$ cat src/rtl/fm_fsk_seq.sv
// Byte-serial FSK sequencer for fm_tx: frames each byte as start, 8 data bits LSB first, stop,
// and holds the mark or space shift on o_shift_hz for p_bit_clks cycles per bit.
module fm_fsk_seq #(
    parameter int p_hz_sz    = 32,
    parameter int p_bit_clks = 192000
) (
    input  logic               i_clk,
    input  logic               i_nrst,
    input  logic               i_en,
    input  logic [p_hz_sz-1:0] i_mark_hz,
    input  logic [p_hz_sz-1:0] i_space_hz,
    input  logic               i_valid,
    input  logic [7:0]         i_data,
    output logic               o_ready,
    output logic               o_busy,
    output logic [p_hz_sz-1:0] o_shift_hz
);

    localparam int cnt_w = (p_bit_clks > 1) ? $clog2(p_bit_clks) : 1;
    localparam logic [cnt_w-1:0] cnt_max = cnt_w'(p_bit_clks - 1);

    typedef enum logic [1:0] {IDLE, START, DATA, STOP} state_t;

    state_t             state_q, state_d;
    logic [2:0]         bit_q, bit_d;
    logic [cnt_w-1:0]   cnt_q, cnt_d;
    logic [7:0]         shreg_q, shreg_d;
    logic [p_hz_sz-1:0] shift_q, shift_d;
    logic               busy_q, busy_d;
    logic               run_q;
    logic               cnt_last;
    logic               xfer;

    // run_q keeps o_ready low until the first clock after reset release.
    assign cnt_last = (cnt_q == cnt_max);
    assign o_ready  = run_q && i_en && (state_q == IDLE || (state_q == STOP && cnt_last));
    assign xfer     = i_valid && o_ready;

    always_comb begin
        state_d = state_q;
        bit_d   = bit_q;
        shreg_d = shreg_q;
        cnt_d   = cnt_last ? '0 : cnt_q + 1'b1;
        if (!i_en) begin
            state_d = IDLE;
            bit_d   = '0;
            cnt_d   = '0;
        end else begin
            unique case (state_q)
                IDLE: begin
                    cnt_d = '0;
                    if (xfer) begin
                        shreg_d = i_data;
                        state_d = START;
                    end
                end
                START: begin
                    if (cnt_last) begin
                        state_d = DATA;
                        bit_d   = '0;
                    end
                end
                DATA: begin
                    if (cnt_last) begin
                        shreg_d = {1'b0, shreg_q[7:1]};
                        bit_d   = bit_q + 1'b1;
                        if (bit_q == 3'd7) state_d = STOP;
                    end
                end
                STOP: begin
                    if (cnt_last) begin
                        if (xfer) begin
                            shreg_d = i_data;
                            state_d = START;
                        end else begin
                            state_d = IDLE;
                        end
                    end
                end
                default: begin
                    state_d = IDLE;
                    cnt_d   = '0;
                end
            endcase
        end

        // Output shift follows the state being entered, so it lands one cycle after the decision.
        unique case (state_d)
            START:   shift_d = i_space_hz;
            DATA:    shift_d = shreg_d[0] ? i_mark_hz : i_space_hz;
            default: shift_d = i_mark_hz;
        endcase
        busy_d = (state_d != IDLE);
    end

    always_ff @(posedge i_clk or negedge i_nrst) begin
        if (!i_nrst) begin
            state_q <= IDLE;
            bit_q   <= '0;
            cnt_q   <= '0;
            shreg_q <= '0;
            shift_q <= '0;
            busy_q  <= 1'b0;
            run_q   <= 1'b0;
        end else begin
            state_q <= state_d;
            bit_q   <= bit_d;
            cnt_q   <= cnt_d;
            shreg_q <= shreg_d;
            shift_q <= shift_d;
            busy_q  <= busy_d;
            run_q   <= 1'b1;
        end
    end

    assign o_shift_hz = shift_q;
    assign o_busy     = busy_q;

endmodule

$ cat config.mk
export PLATFORM = sky130hd
export DESIGN_NAME = fm_fsk_seq
export DESIGN_NICKNAME = d
export VERILOG_FILES = /design/src/rtl/fm_fsk_seq.sv
export SDC_FILE = /design/constraint.sdc
export NUM_CORES = 1
export LEC_CHECK = 0
export CORE_ASPECT_RATIO = 1.2
export CORE_MARGIN = 4
export CORE_UTILIZATION = 45
export CTS_CLUSTER_DIAMETER = 30
export DETAILED_ROUTE_END_ITERATION = 12
export GPL_ROUTABILITY_DRIVEN = 0
export HOLD_SLACK_MARGIN = 0.08
export PLACE_DENSITY_LB_ADDON = 0.05
export SLEW_MARGIN = 20
export SYNTH_ARGS = -nofsm -noshare
export SYNTH_HDL_FRONTEND = slang
export SYNTH_SLANG_ARGS = --single-unit
$ cat constraint.sdc
create_clock -name i_clk -period 3.3 [get_ports i_clk]
set_input_delay 0.33 -clock i_clk [delete_from_list [all_inputs] [get_ports i_clk]]
set_output_delay 0.33 -clock i_clk [all_outputs]
set_load 0.01 [all_outputs]
# ---- After elaboration in Yosys (flattened, before gate mapping)
# Cells that the tools add are included.
dict set report classes {
  mux 22
  n_eq_ne 12
  n_reduce_logical 10
  addsub 2
}
# cell n
set ops {}
lappend ops {{$pmux 32 s2} 1}
lappend ops {{$mux 18} 3}
lappend ops {{$mux 32} 1}
lappend ops {{$mux 8} 3}
lappend ops {{$pmux 8 s3} 1}
lappend ops {{$add 18x1->18 const B} 1}
lappend ops {{$eq 18x18->1 const B} 1}
lappend ops {{$mux 2} 6}
lappend ops {{$mux 3} 3}
lappend ops {{$pmux 2 s4} 1}
lappend ops {{$eq 2x2->1 const B} 3}
lappend ops {{$ne 3x3->1 const B} 2}
lappend ops {{$pmux 3 s2} 1}
lappend ops {{$eq 2x1->1 const B} 2}
lappend ops {{$logic_and 1x1->1} 4}
lappend ops {{$ne 2x2->1 const B} 2}
lappend ops {{$reduce_and 4->1} 1}
lappend ops {{$add 3x1->3 const B} 1}
lappend ops {{$eq 3x3->1 const B} 1}
lappend ops {{$ne 3x1->1 const B} 1}
lappend ops {{$reduce_and 3->1} 1}
lappend ops {{$reduce_bool 3->1} 1}
lappend ops {{$logic_not 2->1} 1}
lappend ops {{$mux 1} 2}
lappend ops {{other kinds (2)} 2}
dict set report totals {
  elab_cells 54
  inputBits 76
  register_bits 65
}

# ---- Logic depth before layout (Yosys ltp)
dict set report depth {
  word_depth 11
  mapped_depth 14
  depth_no_buf 12
}

# ---- Least setup slack after synthesis
# OpenSTA, ideal clock, no wires.
dict set report synth_timing {
  path_kind {reg-to-reg}
  startpoint {register cnt_q[9]}
  endpoint {register shift_q[0], in the netlist o_shift_hz[0]}
  stages_incl_launch_ff 15
  setup_slack_ps 401
  arrival_ps 2835
  cell_sequence {dfrtp_1 > nor4bb_1 > and4b_1 > buf_6 > and2_1 > clkbuf_2 > nor2_1 > o21ai_0 > nand3_1 > ha_1 > inv_1 > nand4_1 > o32ai_4 > buf_6 > a22o_2}
}
dict set report synth_via {
  elab_chain_len 11
  elab_cells_between_ends 21
  cone_classes {eq/ne (3); mux (14); reduce/logical (4)}
}
# element line_no
set synth_lines {}
lappend synth_lines {{start: declaration} 26} ;# logic [cnt_w-1:0] cnt_q, cnt_d;
lappend synth_lines {{start signal: assignment} 108} ;# cnt_q <= cnt_d;
lappend synth_lines {{$eq 18x18->1 (*)} 35} ;# assign cnt_last = (cnt_q == cnt_max);
lappend synth_lines {{$logic_and 1x1->1} 36} ;# assign o_ready = run_q && i_en && (state_q == IDLE || (state_q == STOP && cnt_last));
lappend synth_lines {{$logic_or 1x1->1} 36}
lappend synth_lines {{$logic_and 1x1->1} 36}
lappend synth_lines {{$logic_and 1x1->1} 37} ;# assign xfer = i_valid && o_ready;
lappend synth_lines {{$mux 1 / $mux 8 (equally long branches)} {72, 52}}
lappend synth_lines {{$mux 2 / $mux 8 (equally long branches)} 71} ;# if (cnt_last) begin
lappend synth_lines {{$pmux 2 s4 / $pmux 8 s3 (equally long branches)} 49} ;# unique case (state_q)
lappend synth_lines {{$mux 2 / $mux 1 (equally long branches)} 44} ;# if (!i_en) begin
lappend synth_lines {{$eq 2x2->1, or another cell as far along} 88} ;# unique case (state_d)
lappend synth_lines {{$pmux 32 s2 (*)} 88}
lappend synth_lines {{via shift_d[0]} 28} ;# logic [p_hz_sz-1:0] shift_q, shift_d;
lappend synth_lines {{end signal: assignment} 110} ;# shift_q <= shift_d;
lappend synth_lines {{end: declaration} 28}
# Mark *: on every way through the listed nets, which the timed path passes. The rest lies on a longest branch. The select of a mux whose other input is x is not followed.
# A chain may end at the register's enable or synchronous reset.

# ---- Final worst setup path
dict set report layout_timing {
  startpoint {register cnt_q[9]}
  endpoint {register shift_q[7], in the netlist o_shift_hz[7]}
}
dict set report layout_via {
  elab_chain_len 11
  elab_cells_between_ends 21
  cone_classes {eq/ne (3); mux (14); reduce/logical (4)}
}
# element line_no
set layout_lines {}
lappend layout_lines {{$eq 18x18->1 (*)} 35}
lappend layout_lines {{$logic_and 1x1->1} 36}
lappend layout_lines {{$logic_or 1x1->1} 36}
lappend layout_lines {{$logic_and 1x1->1} 36}
lappend layout_lines {{$logic_and 1x1->1} 37}
lappend layout_lines {{$mux 1} 72} ;# if (xfer) begin
lappend layout_lines {{$mux 2} 71}
lappend layout_lines {{$pmux 2 s4 (*)} 49}
lappend layout_lines {{$mux 2 (*)} 44}
lappend layout_lines {{via state_d[0]} 24} ;# state_t state_q, state_d;
lappend layout_lines {{$eq 2x2->1 / $eq 2x1->1 (equally long branches)} 88}
lappend layout_lines {{$pmux 32 s2 (*)} 88}
lappend layout_lines {{via shift_d[7]} 28}
# Marked as above.

==> metrics.log <==
[metrics] status: completed
[metrics] clock root buffer: clkbuf_8
[metrics] total met3 wirelength after detailed routing: 817 µm
[metrics] number of buffers on the longest clock path: 2
[metrics] wire per inst: 16.0 µm
[metrics] cell count after placement: 460
[metrics] core box area: 6570 µm²
[metrics] Hold Violations, Final: 0
[metrics] kind of cell adding the most delay to the critical path: compound AO/OA/AOI/OAI gates
[metrics] Crit path buffers/inverters: 3
[metrics] peak ir drop on the vdd network: 0.390 mV
[metrics] start point of the worst min-delay path: cnt_q[0]
[metrics] final design utilization: 0.673
[metrics] DP Wirelength: 5.61 mm
[metrics] pin count of the biggest net entering global routing: 48
[metrics] Max Cap Violations: 0
[metrics] Net count, final: 474
[metrics] first-pass GRT wire length: 12.2 mm
[metrics] RR Startpoint: cnt_q[9]
[metrics] flop2flop setup slack: 0.18 ns
[metrics] Register-to-Register Path Depth: 13
[metrics] First DRT Iteration DRCs: 88
[metrics] Post-Syn Area per Cell: 11.2 µm²
[metrics] Post-Route WL: 7.62 mm
[metrics] detailed-route via count: 2482
[metrics] TritonCTS clock tree: yes
[metrics] Fmax: 321 MHz
[metrics] crit-path max FO: 32
[metrics] count of pins on the block boundary: 110
[metrics] most common cell after layout, fill and taps aside: clkdlybuf4s50_1
[metrics] final setup violation count: 0
[metrics] total clock buffers created by CTS: 9
[metrics] Post-Synthesis Net Count: 363
[metrics] Routed met1 length: 3.05 mm
[metrics] post-synthesis cell area: 3100 µm²
[metrics] length of routed met2 wiring: 3.64 mm
[metrics] number of rows in the core area: 32
[metrics] CTS H-tree lvls: 3
[metrics] clock period minus worst slack: 3.12 ns
[metrics] number of iterations in the first detailed-routing pass: 4
[metrics] data arrival time at the worst-slack endpoint: 3.39 ns
[metrics] remaining antenna violation count after routing: 0
[metrics] cell count after synthesis: 276
[metrics] endpoint required time on the critical path: 3.58 ns
[metrics] final non-filler cell total: 475
[metrics] vias in the first global route: 2670
[metrics] Layout fillers: 566
[metrics] antenna diode count: 0
[metrics] leakage power summed over all cells: 1.94 nW
[metrics] insertion delay to the later sink of the worst-skew pair: 0.34 ns
[metrics] Chip Height: 98.9 µm
[metrics] RSZ-0062 raised after global routing: no
[metrics] fraction of final layout cells with drive strength greater than 1: 0.133
[metrics] initial core utilization: 0.472
[metrics] post-synthesis sequential area ratio: 0.524
[metrics] all-layer global routing usage: 0.187
[metrics] Worst R2R End: o_shift_hz[7]
[metrics] critical path endpoint category: flop
[metrics] hold path endpoint: cnt_q[0]
[metrics] headroom to the max-slew limit: 0.606
[metrics] Hold Crit Class: flop to flop
[metrics] cell with the largest stage delay on the worst path: dfrtp_1
[metrics] Clock Skew: 0.00773 ns
[metrics] number of cells on the worst hold path: 1
[metrics] layout overhead on the synthesized area: 42.4%
[metrics] top library cells by usage in the layout, fill and taps aside: 108 x clkdlybuf4s50_1, 65 x dfrtp_1, 31 x nor2_1, 21 x a22o_2, 14 x o21ai_0
[metrics] worst slew pin tran: 0.590 ns
[metrics] Yosys Warn Count: 0
[metrics] Cell Chain, Critical Path: nor4bb_1 -> and4b_1 -> buf_4 -> a21oi_1 -> a21oi_1 -> o21ai_0 -> a21oi_1 -> ha_1 -> inv_1 -> nand4_1 -> o32ai_4 -> buf_12 -> a22o_2
[metrics] flip-flop and latch count after synthesis: 65
[metrics] type of the setup path with the least slack: flop to flop
[metrics] number of clock sinks seen by CTS: 65
[metrics] Buffers on Ports: 109
[metrics] critical path startpoint category: flop
[metrics] chip width: 83.8 µm
[metrics] Final period util: 0.945
[metrics] number of antenna violations at the first check in global routing: 0
[metrics] Via-to-Cell Ratio: 5.23
[metrics] P per Cell Area: 663 nW/µm²
[metrics] number of distinct library cell variants in the gate-level netlist after synthesis: 44
[metrics] Fin Setup TNS: 0 ns
[metrics] Worst path max stage delay: 0.43 ns
[metrics] max-slew violation count: 0
[metrics] clock-pin slew of the registers on the worst-case setup and hold paths: 0.07 ns
[metrics] most prevalent standard cell on the critical path: a21oi_1
[metrics] Max Used Layer: met4
[metrics] total overflow reported by the global router: 0
[metrics] total die area: 8290 µm²
[metrics] count of unresolved DRC violations after routing: 0
-- cell families after synthesis --
family | after synthesis | synth area share
AOI/OAI and AO/OA | 75 | 0.205
and+or+nand+nor | 78 | 0.124
xor gates and xnor gates | 16 | 0.0452
adders and majority gates | 11 | 0.0444
muxes | 1 | 0.00323
buffers and inverters | 29 | 0.0528
other | 1 | 0.00121
DFF | 65 | 0.524
-- report_power, final --
group          switching, mW  leakage, nW  internal, mW  total [mW]
registers             0.0761        0.839         0.997        1.07
logic                  0.588         1.01         0.672        1.26
clock network          0.292       0.0871         0.302       0.595
-- cell usage after synthesis --
cell | number | area share
a21oi_2 | 1 | 0.0028
o22ai_1 | 1 | 0.0020
a31oi_1 | 1 | 0.0020
nand2_1 | 12 | 0.015
nor4bb_1 | 1 | 0.0032
ha_1 | 11 | 0.044
a22o_1 | 11 | 0.031
and4_2 | 1 | 0.0032
and3_1 | 6 | 0.012
a21o_1 | 2 | 0.0048
and2_1 | 3 | 0.0061
o21ai_0 | 14 | 0.023
and4b_1 | 1 | 0.0032
a22o_2 | 21 | 0.068
nor2b_1 | 1 | 0.0020
mux2i_1 | 1 | 0.0032
o31ai_4 | 1 | 0.0069
and3_4 | 1 | 0.0036
a211oi_2 | 1 | 0.0040
o32ai_4 | 1 | 0.0089
dfrtp_1 | 65 | 0.52
a41o_1 | 1 | 0.0032
o2111ai_1 | 1 | 0.0028
a31oi_4 | 1 | 0.0069
conb_1 | 1 | 0.0012
nor3_1 | 1 | 0.0016
or2_2 | 1 | 0.0020
and2_4 | 1 | 0.0028
nor2_1 | 31 | 0.038
buf_2 | 1 | 0.0016
buf_6 | 7 | 0.025
clkbuf_2 | 1 | 0.0016
xor2_1 | 11 | 0.031
xnor2_1 | 5 | 0.014
a21oi_1 | 8 | 0.013
nand3_1 | 10 | 0.016
clkbuf_1 | 7 | 0.0085
a21boi_0 | 2 | 0.0048
inv_1 | 13 | 0.016
o2111a_1 | 1 | 0.0036
nand4_1 | 6 | 0.012
nand2b_1 | 2 | 0.0040
a22oi_1 | 6 | 0.015
a31o_2 | 1 | 0.0028
-- per-stage QoR --
stage,hold slack (ns),total power [mW],setup slack (ns),area [µm²]
after detailed placement,0.477,2.36,0.208,4240
after CTS,0.201,2.97,0.201,4410
after global placement,0.476,2.33,0.326,4240
after global routing,0.511,3.11,0.0167,4420
final,0.498,2.93,0.183,4420
after floorplan,0.0344,1.81,0.401,3100
-- metal layers --
layer  global-route usage  up-vias
met5                    0        -
met4               0.0743        0
met3               0.0987        8
met2                0.298       85
met1                0.211     1191
li1                     -     1198
-- worst reg2reg max path: cells and delay by family, from the launching register on --
family	cells	cell delay [ns]
AO/OA/AOI/OAI	6	1.05
AND/OR/NAND/NOR	3	0.72
buffers and inverters	3	0.52
flip-flops	1	0.43
adder cells (fa/ha/maj)	1	0.33
-- worst max path at each step --
stage               startpoint             end  slack [ns]  depth (start not counted)
floorplan             cnt_q[9]   o_shift_hz[0]        0.40                         14
global placement      cnt_q[0]  o_shift_hz[10]        0.33                         14
detailed placement    cnt_q[9]  o_shift_hz[19]        0.21                         13
CTS                   cnt_q[9]  o_shift_hz[31]        0.20                         12
global route          cnt_q[9]  o_shift_hz[31]        0.02                         12
finish                cnt_q[9]   o_shift_hz[7]        0.18                         13
-- area by class of cell --
cell class              count  area, µm²  share of cell area
flip-flops and latches     65       1630               0.368
multi-input cells         182       1310               0.297
repair buffers            116       1160               0.262
inverters                  13       48.8              0.0110
well taps                  85        106              0.0241
clock inverters             3       17.5             0.00396
clock buffers              11        151              0.0343
-- timing repair --
item / in CTS / in global routing
gates resized for setup: 0 / 0
endpoints found under the hold margin: 0 / 46
setup buffers: 0 / 0
hold buffers: 0 / 1
-- flip-flops by register name, summed over array words and instances (netlist names) --
name and cells:
shreg_q 8, bit_q 3, cnt_q 18, o_busy 1
state_q 2, run_q 1, o_shift_hz 32
Power figures use the tool's default switching activity.
